### src/rtl/scan_cfg_pkg.sv
// ============================================================================
//  Module      : scan_cfg_pkg
//  Description : Shared FSM encoding and sizing helpers for the scan loader.
//  Revision    : 1.0 - initial release
// ============================================================================
`default_nettype none

package scan_cfg_pkg;

    localparam logic [1:0] c_st_idle = 2'd0;
    localparam logic [1:0] c_st_load = 2'd1;
    localparam logic [1:0] c_st_done = 2'd2;

    // Bits carried by the final host word; zero means the last word is full.
    function automatic int calc_rem(input int chain_len, input int word_w);
        return chain_len % word_w;
    endfunction

    function automatic int calc_words(input int chain_len, input int word_w);
        return (chain_len + word_w - 1) / word_w;
    endfunction

    // Width of a counter that must represent 0..max_val without wrapping.
    function automatic int cnt_width(input int max_val);
        return $clog2(max_val + 1);
    endfunction

endpackage

`default_nettype wire

### src/rtl/scan_capture.sv
// ============================================================================
//  Module      : scan_capture
//  Description : Deserializes scan_out into readback words, left-aligning a
//                short final word when flushed.
//  Revision    : 1.0 - initial release
// ============================================================================
`default_nettype none

module scan_capture
    import scan_cfg_pkg::*;
#(
    parameter int WORD_W = 8
) (
    input  logic              clk,
    input  logic              rst,
    input  logic              cap_en,
    input  logic              cap_bit,
    input  logic              flush,
    input  logic              clear,
    output logic [WORD_W-1:0] rb_data,
    output logic              rb_valid
);

    localparam int                c_cnt_w = cnt_width(WORD_W);
    localparam logic [c_cnt_w-1:0] c_full = c_cnt_w'(WORD_W);

    logic [WORD_W-1:0]  r_sr;
    logic [c_cnt_w-1:0] r_cnt;
    logic [WORD_W-1:0]  r_rb_data;
    logic               r_rb_valid;

    logic [WORD_W-1:0]  w_sr_next;
    logic [c_cnt_w-1:0] w_cnt_next;
    logic [c_cnt_w-1:0] w_pad;
    logic               w_emit;

    always_comb begin
        w_sr_next  = {r_sr[WORD_W-2:0], cap_bit};
        w_cnt_next = r_cnt + c_cnt_w'(1);
        w_pad      = c_full - w_cnt_next;
        w_emit     = (w_cnt_next == c_full) || flush;
    end

    always_ff @(posedge clk) begin
        if (rst) begin
            r_sr       <= '0;
            r_cnt      <= '0;
            r_rb_data  <= '0;
            r_rb_valid <= 1'b0;
        end else begin
            r_rb_valid <= 1'b0;
            if (clear) begin
                r_sr  <= '0;
                r_cnt <= '0;
            end else if (cap_en) begin
                if (w_emit) begin
                    // A short final word is padded with zeros in its low bits.
                    r_rb_data  <= w_sr_next << w_pad;
                    r_rb_valid <= 1'b1;
                    r_sr       <= '0;
                    r_cnt      <= '0;
                end else begin
                    r_sr  <= w_sr_next;
                    r_cnt <= w_cnt_next;
                end
            end
        end
    end

    assign rb_data  = r_rb_data;
    assign rb_valid = r_rb_valid;

endmodule

`default_nettype wire

### src/rtl/scan_cfg_loader.sv
// ============================================================================
//  Module      : scan_cfg_loader
//  Description : Streams host configuration words into the scan chain while
//                returning the chain's previous contents as readback words.
//  Revision    : 1.0 - initial release
// ============================================================================
`default_nettype none

module scan_cfg_loader
    import scan_cfg_pkg::*;
#(
    parameter int CHAIN_LEN = 64,
    parameter int WORD_W    = 8
) (
    input  logic              scan_clk,
    input  logic              scan_rst,
    input  logic              start,
    input  logic              abort,
    input  logic [WORD_W-1:0] word_data,
    input  logic              word_valid,
    output logic              word_ready,
    output logic              scan_in,
    output logic              scan_en,
    input  logic              scan_out,
    output logic [WORD_W-1:0] rb_data,
    output logic              rb_valid,
    output logic              busy,
    output logic              done
);

    localparam int c_tot_w = cnt_width(CHAIN_LEN);
    localparam int c_bit_w = cnt_width(WORD_W);
    localparam int c_sum_w = ((c_tot_w > c_bit_w) ? c_tot_w : c_bit_w) + 1;
    localparam int c_rem   = calc_rem(CHAIN_LEN, WORD_W);

    localparam logic [c_sum_w-1:0] c_chain_len = c_sum_w'(CHAIN_LEN);
    localparam logic [c_sum_w-1:0] c_word_len  = c_sum_w'(WORD_W);
    localparam logic [c_tot_w-1:0] c_tot_max   = c_tot_w'(CHAIN_LEN);
    localparam logic [c_bit_w-1:0] c_full_cnt  = c_bit_w'(WORD_W);
    localparam logic [c_bit_w-1:0] c_tail_cnt  = c_bit_w'(c_rem);

    logic [1:0]         r_state;
    logic [WORD_W-1:0]  r_buf;
    logic [c_bit_w-1:0] r_bit_cnt;
    logic [c_tot_w-1:0] r_total;
    logic               r_scan_en;
    logic               r_scan_in;

    logic               w_in_load;
    logic [c_sum_w-1:0] w_committed;
    logic               w_issue;
    logic               w_buf_free;
    logic               w_room;
    logic               w_xfer;
    logic               w_last_word;
    logic [c_bit_w-1:0] w_load_cnt;
    logic               w_last_capture;
    logic               w_cap_clear;

    always_comb begin
        w_in_load      = (r_state == c_st_load);
        // Bits already shifted plus bits still waiting in the buffer.
        w_committed    = c_sum_w'(r_total) + c_sum_w'(r_bit_cnt);
        w_issue        = w_in_load && (r_bit_cnt != '0) && (r_total != c_tot_max);
        w_buf_free     = (r_bit_cnt <= c_bit_w'(1));
        w_room         = (w_committed < c_chain_len);
        w_xfer         = word_valid && word_ready;
        w_last_word    = ((w_committed + c_word_len) > c_chain_len);
        w_load_cnt     = w_last_word ? c_tail_cnt : c_full_cnt;
        w_last_capture = w_in_load && r_scan_en && (r_total == c_tot_max);
        w_cap_clear    = w_in_load && abort;
    end

    always_ff @(posedge scan_clk) begin
        if (scan_rst) begin
            r_state   <= c_st_idle;
            r_buf     <= '0;
            r_bit_cnt <= '0;
            r_total   <= '0;
            r_scan_en <= 1'b0;
            r_scan_in <= 1'b0;
        end else begin
            r_scan_en <= 1'b0;
            case (r_state)
                c_st_idle: begin
                    if (start && !abort) begin
                        r_state <= c_st_load;
                    end
                end
                c_st_load: begin
                    if (abort) begin
                        r_state   <= c_st_idle;
                        r_buf     <= '0;
                        r_bit_cnt <= '0;
                        r_total   <= '0;
                    end else if (r_total == c_tot_max) begin
                        // Final bit is on the chain this cycle; finish next.
                        r_state   <= c_st_done;
                        r_total   <= '0;
                    end else begin
                        if (w_issue) begin
                            r_scan_en <= 1'b1;
                            r_scan_in <= r_buf[WORD_W-1];
                            r_buf     <= {r_buf[WORD_W-2:0], 1'b0};
                            r_bit_cnt <= r_bit_cnt - c_bit_w'(1);
                            r_total   <= r_total + c_tot_w'(1);
                        end
                        if (w_xfer) begin
                            r_buf     <= word_data;
                            r_bit_cnt <= w_load_cnt;
                        end
                    end
                end
                c_st_done: begin
                    r_state <= c_st_idle;
                end
                default: begin
                    r_state <= c_st_idle;
                end
            endcase
        end
    end

    scan_capture #(
        .WORD_W (WORD_W)
    ) u_capture (
        .clk      (scan_clk),
        .rst      (scan_rst),
        .cap_en   (r_scan_en),
        .cap_bit  (scan_out),
        .flush    (w_last_capture),
        .clear    (w_cap_clear),
        .rb_data  (rb_data),
        .rb_valid (rb_valid)
    );

    assign word_ready = w_in_load && w_buf_free && w_room;
    assign scan_en    = r_scan_en;
    assign scan_in    = r_scan_in;
    assign busy       = w_in_load;
    assign done       = (r_state == c_st_done);

endmodule

`default_nettype wire

### config.mk
export PLATFORM = sky130hd
export DESIGN_NAME = scan_cfg_loader
export DESIGN_NICKNAME = d
export VERILOG_FILES = /design/src/rtl/scan_cfg_pkg.sv /design/src/rtl/scan_capture.sv /design/src/rtl/scan_cfg_loader.sv
export SDC_FILE = /design/constraint.sdc
export NUM_CORES = 1
export LEC_CHECK = 0
export CAP_MARGIN = 25
export CORE_MARGIN = 4
export CORE_UTILIZATION = 55
export DETAILED_ROUTE_END_ITERATION = 10
export HOLD_SLACK_MARGIN = 0.02
export PLACE_DENSITY_LB_ADDON = 0.2
export SLEW_MARGIN = 20
export SYNTH_ARGS = -nofsm -noshare
export SYNTH_HDL_FRONTEND = slang
export SYNTH_HIERARCHICAL = 1
export SYNTH_SLANG_ARGS = --single-unit
### constraint.sdc
create_clock -name scan_clk -period 3.2 [get_ports scan_clk]
set_input_delay 0.8 -clock scan_clk [delete_from_list [all_inputs] [get_ports scan_clk]]
set_output_delay 0.8 -clock scan_clk [all_outputs]
set_load 0.03 [all_outputs]
## Word level (Yosys, flattened, before mapping)

Index checks and enable logic that the tools add are counted.

| cells by class | value |
|---|---|
| $add $sub $neg | 6 |
| multiply operators | 0 |
| divide/modulo/power cells | 0 |
| magnitude comparators | 3 |
| eq/ne operators | 8 |
| shift operators | 1 |
| mux-type cells | 20 |
| bitwise gates (word level) | 5 |
| reductions and logical operators | 23 |

Operators by type and width:

| operator | number |
|---|---|
| 2-to-1 mux 8 bit | 4 |
| 2-to-1 mux 7 bit | 4 |
| 2-to-1 mux 4 bit | 6 |
| logical AND 1 bit | 9 |
| adder 7 x 4 -> 8 bit | 1 |
| adder 8 x 4 -> 8 bit, second input constant | 1 |
| > comparator 8 x 7 -> 1 bit, second input constant | 1 |
| < comparator 8 x 7 -> 1 bit, second input constant | 1 |
| left shift 8 x 4 -> 8 bit | 1 |
| adder 7 x 1 -> 7 bit, second input constant | 1 |
| == test 7 bit, second input constant | 1 |
| != test 7 bit, second input constant | 1 |
| 2-to-1 mux 2 bit | 3 |
| AND reduction 3 bit | 2 |
| nonzero test 3 bit | 2 |
| NOT 1 bit | 5 |
| adder 4 x 1 -> 4 bit, second input constant | 1 |
| == test 4 bit, second input constant | 1 |
| <= comparator 4 x 1 -> 1 bit, second input constant | 1 |
| != test 2 bit, second input constant | 2 |
| one-hot mux 2 bit (2 select lines) | 1 |
| AND reduction 2 bit | 2 |
| AND reduction 4 bit | 1 |
| nonzero test 4 bit | 1 |
| other kinds (12) | 13 |

| storage, ports and cells | value |
|---|---|
| register bits after elaboration | 43 |
| bits in latches | 0 |
| bits in writable memories | 0 |
| bits in read-only memories | 0 |
| input port bits | 14 |
| output and inout bits | 14 |
| logic and storage cells | 76 |
| memories | 0 |

## Longest topological paths before layout

| logic depth | value |
|---|---|
| depth in word-level cells | 7 |
| gate-level depth with buffers | 9 |
| gate-level depth less buffers | 9 |

## Modules after synthesis

Netlist, hierarchy kept.

Modules (own cells, without submodules):

| module | instances | cells each | area an instance (µm²) | sequential area each (µm²) |
|---|---|---|---|---|
| scan_cfg_loader | 1 | 168 | 1407.6 | 460.4 |
| scan_capture | 1 | 124 | 1132.3 | 400.4 |

## Least setup slack after synthesis

Ideal clock, no wire load.

| timing | value |
|---|---|
| kind | reg-to-output |
| start | register r_bit_cnt[0] |
| end | output port word_ready |
| arrival time | 2.149 ns |
| data required time | 2.400 ns |
| path slack | 0.251 ns |
| stages on the path, launching flop included | 8 |
| cells stage by stage | dfxtp_1 ha_1 inv_1 fa_1 nand2b_1 nor4_1 o2bb2ai_1 and2_1 |

| between the ends | value |
|---|---|
| cells in the longest elaborated chain, start to end | 3 |

RTL lines:

| element | line | RTL |
|---|---|---|
| start, declared | scan_cfg_loader.sv:44 | `logic [c_bit_w-1:0] r_bit_cnt;` |
| start signal, assigned | scan_cfg_loader.sv:105 | `r_bit_cnt <= r_bit_cnt - c_bit_w'(1);` |
| start signal, assigned | scan_cfg_loader.sv:110 | `r_bit_cnt <= w_load_cnt;` |
| adder 7 x 4 -> 8 bit or <= comparator 4 x 1 -> 1 bit (tied branches) | scan_cfg_loader.sv:63, scan_cfg_loader.sv:65 |  |
| < comparator 8 x 7 -> 1 bit or logical AND 1 bit (tied branches) | scan_cfg_loader.sv:66, scan_cfg_loader.sv:137 |  |
| logical AND 1 bit * | scan_cfg_loader.sv:137 | `assign word_ready = w_in_load && w_buf_free && w_room;` |
| end, declared | scan_cfg_loader.sv:21 | `output logic word_ready,` |

Every way passes the cells marked *; elsewhere a longest branch is shown, timed or not.

## Final worst setup path

| timing | value |
|---|---|
| start | register r_total[0] |
| end | output port word_ready |

| between the ends | value |
|---|---|
| cells in the longest elaborated chain, start to end | 3 |

RTL lines:

| element | line | RTL |
|---|---|---|
| start, declared | scan_cfg_loader.sv:45 | `logic [c_tot_w-1:0] r_total;` |
| start signal, assigned | scan_cfg_loader.sv:106 | `r_total <= r_total + c_tot_w'(1);` |
| adder 7 x 4 -> 8 bit | scan_cfg_loader.sv:63 | `w_committed = c_sum_w'(r_total) + c_sum_w'(r_bit_cnt);` |
| < comparator 8 x 7 -> 1 bit | scan_cfg_loader.sv:66 | `w_room = (w_committed < c_chain_len);` |
| logical AND 1 bit | scan_cfg_loader.sv:137 |  |

No other way between the ends.

==> impl_metrics.yaml <==
timing:
  finalHoldViolCount: 0
  drv_slew: 0
  timing.fmax_mhz: 325
  setup_violations: 0
  clock_skew_ps: 4.71
  fin_crit_ps: 3080
  tightest_slew_ps: 629
  period_share_pct: 96.3
  relSlewSlack_pct: 58.0
global_routing:
  groute.layer.met2.usage_pct: 29.7
  grt.overflow.total: 0
  grt_pass1_wl_mm: 9.61
  use_met1_pct: 27.5
  grt_start_max_net_pins: 19
  grt-busiest-layer: "met2"
  antenna_found_initial: 0
  grt_use_total_pct: 19.7
  grt_pass1_vias: 2098
  grtUsageMet3_pct: 4.15
routing:
  vias: 2154
  dr.pass1.iters: 4
  drc: 0
  routed_wl_mm: 5.38
  ant_nets: 0
  drt_iter0_drc: 114
  viasPerCell: 5.84
  wire_per_inst_um: 14.6
logic_synthesis:
  ys_async_sr_fraction_pct: 0
  synth_nets: 317
  synth_seq_area_share_pct: 33.9
  synthFlopType: "dfxtp_1"
  ys_seq_elements: 43
  synth_edf_count: 0
  synth.distinct_cells: 57
  synth_top_area_share_pct: 33.9
  yosysTopAreaCell: "dfxtp_1"
  yosysMostFrequentCell: "dfxtp_1"
  synth_area_leaders: "dfxtp_1 34%, ha_1 4.9%, nand2b_1 3.9%"
  synthCells: 292
  synth_area_um2: 2540
  avgSynthCellArea_um2: 8.70
  synth_common_cells: "43 x dfxtp_1, 24 x nand2_1, 21 x nor2_1"
  yosys_warnings: 6
critical_path:
  reg2reg_from: "u_capture/r_cnt[0]"
  end_kind: "output pin"
  crit_type: "reg2out"
  cp_max_fo: 4
  arrival_ps: 2280
  start_kind: "flop"
  path_cells: "ha_1, inv_1, fa_1, nand2b_1, nor4_2, o2bb2ai_1, and2_1, buf_4"
  crit_required_ps: 2400
  slowest_stage: "dfxtp_1"
  slowest_delay_ps: 390
  cp_num_buf_inv: 2
  crit_family: "simple AND/OR/NAND/NOR gates"
  startpoint: "r_total[0]"
finish:
  drive_gt1_share_pct: 11.4
  multiInputGateArea_um2: 1570
  nets: 341
  synthToLayoutAreaGrowth_pct: 15.6
  fill_cells: 378
  num_antenna_cells: 0
  postLayoutCoreUtil_pct: 66.5
  regArea_um2: 862
clock_tree:
  cts_made_buffers: 5
  root_buffer: "clkbuf_8"
  cts.path.max_buffers: 2
  cts_tree: "done"
  cts.sinks: 43
  cts.clk_slew.worst_paths_ps: 80
  cts_hold_buf: 0
  clock_latency_ps: 300
  cts-htree-levels: 2
power:
  power_density_nw_per_um2: 326
  peakVddDrop_v: 0.000250
  p_leak_nw: 0.995
  power_mw: 0.958
worst_hold_path:
  hp-class: "reg2reg"
  hold_start: "u_capture/rb_data[1]"
floorplanning:
  dieArea_um2: 5770
  coreArea_um2: 4410
  die_width_um: 76.0
  io_pins: 28
  die_y_um: 76.0
  rows: 24
  start_util_pct: 57.5
flow_run:
  drv_cap: 0
outcome:
  status: "finished, final reports clean"
place:
  globalplace.congestion: 0.793
  dpl.hpwl_mm: 3.96
  port_buffers: 27
-- through the flow --
| stage | instances | setup TNS [ps] | area (um^2) | hold slack (ps) | setup WS (ps) |
|---|---|---|---|---|---|
| finish | 369 | 0 | 2940 | 454 | 119 |
| global route | 369 | -40.5 | 2940 | 484 | -40.5 |
| CTS | 369 | 0 | 2920 | 457 | 5.48 |
| detailed placement | 361 | 0 | 2840 | 445 | 357 |
| global placement | 361 | 0 | 2840 | 434 | 397 |
| floorplan | 292 | 0 | 2540 | 418 | 251 |
-- report_power, final --
part	total [mW]	switching [mW]	internal, mW
sequential	0.541	0.00378	0.537
clock	0.339	0.186	0.153
combinational	0.0782	0.0418	0.0363
total	0.958	0.232	0.726
-- registers in the layout (all words and copies together) (netlist names) --
name and count:
r_buf 8, u_capture/rb_data 8, r_total 7, u_capture/r_sr 7, r_bit_cnt 4, u_capture/r_cnt 4, r_state 2, scan_en 1
scan_in 1, u_capture/rb_valid 1
-- tightest hold or removal path, stage by stage (launching register included) --
cell     delay (ps)
dfxtp_1         320
nand2_1          50
o21ai_1          50
-- path summary, 6_finish.rpt --
| check | to | slack [ps] | cells past startpoint |
|---|---|---|---|
| max | word_ready | 120 | 8 |
| max reg2reg | u_capture/rb_data[6] | 660 | 4 |
| min reg2reg | u_capture/rb_data[1] | 450 | 2 |
| min | u_capture/rb_data[1] | 450 | 2 |
-- layer usage --
metal | vias up | share of wire, % | routed length [um]
met3 | 7 | 3.4 | 185
met5 | - | 0 | 0
met4 | 0 | 1.5 | 80
met1 | 998 | 51 | 2730
li1 | 1114 | - | -
met2 | 35 | 44 | 2380
-- layout by cell type, fill, tap and decap left out, drive strengths merged, types with 4 or more instances in the layout --
cell	netlist	routed
nand2b	16	16
o21ai	24	24
a211oi	4	4
a21oi	19	19
mux2i	5	5
nor3	7	7
dfxtp	43	43
mux2	5	5
clkbuf	7	6
clkdlybuf4s50	0	26
nor2	22	22
nand2	24	24
ha	10	10
nor4b	4	4
a32o	4	4
nand4	9	9
nand3	9	9
and2	4	4
nor2b	4	4
xnor2	6	6
inv	11	11
a22oi	7	7
mux4	5	5
buf	9	7
-- final cells by class --
cell class	count	share of cell area [%]
flip-flops and latches	43	29.4
repair buffers	33	10.7
well taps	52	2.22
clock buffers	6	2.47
inverters	11	1.41
clock inverters	2	0.426
multi-input cells	222	53.5
-- kinds of logic after synthesis --
kind of cell / share of synthesized area (%)
flip-flops: 33.9
adder cells (fa/ha/maj): 5.71
multiplexers: 8.92
AO/OA/AOI/OAI: 18.8
XOR/XNOR: 2.41
AND/OR/NAND/NOR: 25.5
buffers and inverters: 4.78
-- timing repair --
| action | in CTS | in global routing |
|---|---|---|
| buffers inserted | 0 | 0 |
| endpoints found under the setup margin | 0 | 1 |
| hold endpoints to repair | 0 | 0 |
| gates resized for setup | 0 | 3 |
Power figures use the tool's default switching activity.
